--- config.mk ---
export PLATFORM = sky130hd
export DESIGN_NAME = pc_sequencer
export DESIGN_NICKNAME = d
export VERILOG_FILES = /design/src/rtl/pc_sequencer_pkg.sv /design/src/rtl/pc_sequencer_irq_prio_enc.sv /design/src/rtl/pc_sequencer.sv
export SDC_FILE = /design/constraint.sdc
export NUM_CORES = 1
export LEC_CHECK = 0
export ABC_AREA = 1
export CAP_MARGIN = 5
export CORE_AREA = 5 5 75 77
export CTS_BUF_LIST = sky130_fd_sc_hd__clkbuf_2
export DETAILED_ROUTE_END_ITERATION = 16
export DIE_AREA = 0 0 80 82
export GPL_TIMING_DRIVEN = 0
export PLACE_DENSITY = 0.81
export SLEW_MARGIN = 10
export SYNTH_ARGS = -nofsm -noshare
export SYNTH_HDL_FRONTEND = slang
export SYNTH_HIERARCHICAL = 1
export SYNTH_SLANG_ARGS = --single-unit
--- constraint.sdc ---
create_clock -name clk -period 1.7 [get_ports clk]
set_input_delay 0.255 -clock clk [delete_from_list [all_inputs] [get_ports clk]]
set_output_delay 0.255 -clock clk [all_outputs]
set_load 0.01 [all_outputs]
--- src/rtl/pc_sequencer_pkg.sv ---
// Shared definitions for the PC sequencer: address width, state encodings and vector defaults.
package pc_sequencer_pkg;

    localparam int unsigned IM_ADDR_BIT    = 16;
    localparam int unsigned PCS_VEC_BASE   = 32'h100;
    localparam int unsigned PCS_VEC_STRIDE = 4;

    typedef enum logic {
        PCS_RUN  = 1'b0,
        PCS_HALT = 1'b1
    } pcs_state_e;

    function automatic int unsigned idx_width(input int unsigned n);
        return (n > 1) ? $clog2(n) : 1;
    endfunction

endpackage

--- src/rtl/pc_sequencer_irq_prio_enc.sv ---
// Lowest-index-wins priority encoder for the pending interrupt lines.
module irq_prio_enc
    import pc_sequencer_pkg::*;
#(
    parameter int unsigned NUM_IRQ = 3,
    parameter int unsigned IDX_W   = idx_width(NUM_IRQ)
) (
    input  logic [NUM_IRQ-1:0] req,
    output logic               valid,
    output logic [IDX_W-1:0]   idx,
    output logic [NUM_IRQ-1:0] mask
);

    always_comb begin
        valid = 1'b0;
        idx   = '0;
        mask  = '0;
        // Scan downward so the lowest set line is the last to overwrite.
        for (int i = int'(NUM_IRQ) - 1; i >= 0; i--) begin
            if (req[i]) begin
                valid   = 1'b1;
                idx     = IDX_W'(i);
                mask    = '0;
                mask[i] = 1'b1;
            end
        end
    end

endmodule

--- src/rtl/pc_sequencer.sv ---
// PC redirect arbiter: halt, interrupt entry, eret, jump, branch, sequential fetch.
// Optional perf counters (cyc_cnt, stall_cnt) are enabled with PC_SEQ_PERF_CNT_EN.
module pc_sequencer
    import pc_sequencer_pkg::*;
#(
    parameter int unsigned ADDR_W     = IM_ADDR_BIT,
    parameter int unsigned NUM_IRQ    = 3,
    parameter int unsigned VEC_BASE   = PCS_VEC_BASE,
    parameter int unsigned VEC_STRIDE = PCS_VEC_STRIDE
) (
    input  logic              clk,
    input  logic              rst_n,
    input  logic [ADDR_W-1:0] pc,
    input  logic [ADDR_W-1:0] pc_4,
    input  logic              stall,
    input  logic              br_taken,
    input  logic [ADDR_W-1:0] br_target,
    input  logic              jmp,
    input  logic [ADDR_W-1:0] jmp_target,
    input  logic              eret,
    input  logic              halt_req,
    input  logic              resume,
    input  logic [NUM_IRQ-1:0] irq,
    output logic              pc_en,
    output logic              pc_ld,
    output logic [ADDR_W-1:0] pc_new,
    output logic [ADDR_W-1:0] epc,
    output logic              in_isr,
    output logic              halted,
    output logic [NUM_IRQ-1:0] irq_ack
`ifdef PC_SEQ_PERF_CNT_EN
    ,
    output logic [31:0]       cyc_cnt,
    output logic [31:0]       stall_cnt
`endif
);

    localparam int unsigned IDX_W = idx_width(NUM_IRQ);

    pcs_state_e         state_q, state_d;
    logic [NUM_IRQ-1:0] pending_q, pending_d;
    logic [ADDR_W-1:0]  epc_q, epc_d;
    logic               in_isr_q, in_isr_d;
    logic [NUM_IRQ-1:0] ack_q, ack_d;

    logic               irq_valid;
    logic [IDX_W-1:0]   irq_idx;
    logic [NUM_IRQ-1:0] irq_mask;
    logic               take;
    logic [ADDR_W-1:0]  vec_addr;
    logic [ADDR_W-1:0]  fall_addr;

    irq_prio_enc #(
        .NUM_IRQ (NUM_IRQ),
        .IDX_W   (IDX_W)
    ) u_prio (
        .req   (pending_q),
        .valid (irq_valid),
        .idx   (irq_idx),
        .mask  (irq_mask)
    );

    assign take = (state_q == PCS_RUN) && !in_isr_q && !stall && !halt_req && irq_valid;

    // 32-bit arithmetic truncated to ADDR_W gives the required modular wrap.
    assign vec_addr  = ADDR_W'(VEC_BASE + 32'(irq_idx) * VEC_STRIDE);
    assign fall_addr = jmp ? jmp_target : (br_taken ? br_target : pc_4);

    always_comb begin
        state_d   = state_q;
        pending_d = (pending_q | irq) & ~(take ? irq_mask : '0);
        epc_d     = epc_q;
        in_isr_d  = in_isr_q;
        ack_d     = '0;
        pc_en     = 1'b1;
        pc_ld     = 1'b0;
        pc_new    = pc_4;
        if (state_q == PCS_HALT) begin
            pc_en = 1'b0;
            if (resume) state_d = PCS_RUN;
        end else if (stall) begin
            pc_en = 1'b0;
        end else if (halt_req) begin
            pc_en   = 1'b0;
            state_d = PCS_HALT;
        end else if (take) begin
            pc_ld    = 1'b1;
            pc_new   = vec_addr;
            epc_d    = fall_addr;
            in_isr_d = 1'b1;
            ack_d    = irq_mask;
        end else if (eret && in_isr_q) begin
            pc_ld    = 1'b1;
            pc_new   = epc_q;
            in_isr_d = 1'b0;
        end else if (jmp) begin
            pc_ld  = 1'b1;
            pc_new = jmp_target;
        end else if (br_taken) begin
            pc_ld  = 1'b1;
            pc_new = br_target;
        end
    end

    always_ff @(posedge clk or negedge rst_n) begin
        if (!rst_n) begin
            state_q   <= PCS_RUN;
            pending_q <= '0;
            epc_q     <= '0;
            in_isr_q  <= 1'b0;
            ack_q     <= '0;
        end else begin
            state_q   <= state_d;
            pending_q <= pending_d;
            epc_q     <= epc_d;
            in_isr_q  <= in_isr_d;
            ack_q     <= ack_d;
        end
    end

    assign epc     = epc_q;
    assign in_isr  = in_isr_q;
    assign halted  = (state_q == PCS_HALT);
    assign irq_ack = ack_q;

`ifdef PC_SEQ_PERF_CNT_EN
    logic [31:0] cyc_q, stall_q;

    always_ff @(posedge clk or negedge rst_n) begin
        if (!rst_n) begin
            cyc_q   <= '0;
            stall_q <= '0;
        end else if (state_q == PCS_RUN) begin
            cyc_q <= cyc_q + 32'd1;
            if (stall) stall_q <= stall_q + 32'd1;
        end
    end

    assign cyc_cnt   = cyc_q;
    assign stall_cnt = stall_q;
`endif

    // pc is part of the PC-register interface but no decision depends on it.
    logic unused_pc;
    assign unused_pc = ^pc;

endmodule
==> flow_summary.yaml <==
run_status:
  status: "finished with violations"
  violations: "negative setup slack"
worst_setup_path:
  critPathLaunchType: "flop"
  cp.required_ns: 1.44
  arrival_ns: 1.74
  crit_fanout: 5
  critical_path_class: "reg -> out"
  end_kind: "primary output"
place:
  portBuffers: 96
  gp_congestion: 0.814
  hpwlAfterDp_um: 4730
timing:
  holdWs_ns: 0.335
  timing.final.crit_share: 1.18
  fmax_ghz: 0.500
  fin_skew_ns: 0.0135
  hold_violations: 0
  drv_slew: 0
  rsz0062_at_grt: "yes"
  setup_ws_ns: -0.298
  slew_headroom: 0.629
  min_period_ns: 2.00
  finalSetupViolCount: 17
  worst_pin_slew_ns: 0.556
synth:
  synth_edf_count: 0
  async_flop_share: 1.00
  synthesis.area_um2: 1750
  synth.area.top_cells: "dfrtp_1, nand2_1, o21ai_0"
  avgSynthCellArea_um2: 6.55
  ys_seq_area_frac: 0.343
  synth.yosys.warnings: 6
  synthDominantCellAreaShare: 0.343
  synthesis.instances: 267
  synth_area_leader_cell: "dfrtp_1"
  synthesis.nets: 342
  synth_ff_type: "dfrtp_1"
  synth_seq_cells: 24
  synth_cell_type_count: 26
clock_tree:
  h-tree-depth: 1
  tritoncts: "done"
  clock_latency_ns: 0.35
  cts_buffers: 3
  cts-root-buf: "clkbuf_2"
  clockBufferDepth: 2
  clk_pin_slew_worst_paths_ns: 0.25
  clock-sinks: 24
die:
  fp.dieArea_um2: 6560
  die_w_um: 80
  initial_core_util: 0.354
  row_count: 26
  fp.coreArea_um2: 4940
  die_h_um: 82
  io_pins: 114
routing:
  wl_met1_um: 2740
  ant_nets: 0
  vias_per_cell: 4.78
  wl_per_cell_um: 14.2
  drt_pre_antenna_iters: 4
  drc_errors: 0
  dr_wl_met2_um: 3230
  top_layer_used: "met4"
  routed-wl-met3_um: 400
  drt-total-wl_um: 6460
  via_count: 2166
  drt_iter0_drc: 114
final_layout:
  syn_to_final_growth_pct: 70.1
  drive_gt1_frac: 0.232
  fin_util: 0.602
  fin_nets: 459
  diodes: 0
flow_run:
  drv_cap: 0
global_route:
  grt_max_degree: 25
  grt_pass1_vias: 2063
  gr-total-overflow: 0
  grtUsageTotal: 0.199
  grt_pass1_wl_um: 10100
  grt_antenna_before_repair: 0
power_and_ir_drop:
  power_density_nw_per_um2: 962
  ir_drop_v: 0.000599
  power_mw: 2.86
  p_leak_nw: 1.42
worst_hold_path:
  hp-class: "in -> reg"
cell type report:
class                   count  area, um^2
well taps                  70        87.6
flip-flops and latches     24         602
plain buffers              16         154
multi-input cells         208        1030
clock inverters             1        3.75
repair buffers            112        1000
inverters                  19        78.8
clock buffers               3        15.0
fillers                   488        1970
sequential cells by signal, indices dropped and copies added (netlist names):
register,cells
in_isr,1
halted,1
pending_q,3
epc,16
irq_ack,3
worst max-delay path: stages, from the launching register on:
cell     delay [ns]
dfrtp_1        0.44
nor2_1         0.10
nand2_1        0.06
inv_2          0.06
nor2_4         0.05
nor2_4         0.16
buf_6          0.16
o21ai_2        0.06
o21ai_1        0.14
buf_2          0.15
layer usage:
metal,vias to the layer above,track usage
li1,1089,-
met1,996,0.252
met2,71,0.355
met3,10,0.0285
met4,0,0.0507
met5,-,0
worst paths after layout:
check                                 endpoint                    from  slack, ns  cells after the start
max in group asynchronous   in_isr$_DFFE_PN0P_                   rst_n       0.93                      2
max                                 pc_new[13]  pending_q[2]$_DFF_PN0_      -0.30                      9
max reg2reg                 epc[6]$_DFFE_PN0P_  pending_q[0]$_DFF_PN0_       0.26                     11
min                        epc[14]$_DFFE_PN0P_                     jmp       0.33                      5
min in group asynchronous  epc[11]$_DFFE_PN0P_                   rst_n       0.36                      2
min reg2reg                epc[15]$_DFFE_PN0P_     epc[15]$_DFFE_PN0P_       0.55                      2
cell usage in the layout, fill, tap and decap left out, types with 4 or more instances in the layout:
cell type | netlist | layout
nand3_1 | 4 | 4
o21ai_2 | 0 | 11
o21ai_0 | 32 | 17
o21ai_1 | 25 | 29
clkdlybuf4s50_1 | 0 | 74
inv_2 | 2 | 4
nor2_1 | 36 | 36
dfrtp_1 | 24 | 23
nand2_1 | 90 | 86
buf_4 | 4 | 17
nand2_4 | 1 | 4
inv_1 | 16 | 12
buf_6 | 2 | 6
buf_2 | 6 | 23
report_power, final:
group          internal [mW]  switching, mW
registers              0.785          0.201
logic                  0.857          0.783
clock network         0.0511          0.186
synthesized netlist by cell type (2+ instances only):
cell type and count:
a21oi_1 5, and2_1 2, buf_2 6, buf_4 4, buf_6 2, buf_8 2
dfrtp_1 24, inv_1 16, inv_2 2, nand2_1 90, nand2_2 2, nand3_1 4
nand3_2 2, nor2_1 36, nor2_4 2, o21ai_0 32, o21ai_1 25, o22ai_1 3
cells by family (layout without fill, tap and decap cells):
family                 Yosys count  count (layout)  synth area share
DFF                             24              24             0.343
AOI/OAI and AO/OA               66              66             0.195
and+or+nand+nor                142             142             0.345
buffers and inverters           35             151             0.117
per-stage QoR:
step	cells	area, um^2	setup slack [ns]	setup TNS, ns
3_5_place_dp	433	2800	-0.845	-13.81
4_1_cts	448	2900	-0.299	-4.07
5_1_grt	453	2980	-0.423	-6.64
3_3_place_gp	433	2800	-0.815	-12.82
2_1_floorplan	267	1750	0.196	0
6_report	453	2980	-0.298	-4.27
what timing repair did:
action / in CTS / in global routing
hold endpoints to repair: 0 / 24
endpoints found under the setup margin: 18 / 20
hold buffers: 0 / 1
gates cloned: 1 / 0
pin swaps: 12 / 13
setup buffers: 10 / 4
gates resized for setup: 114 / 16
Note: power is estimated with default switching activity, not from simulation.
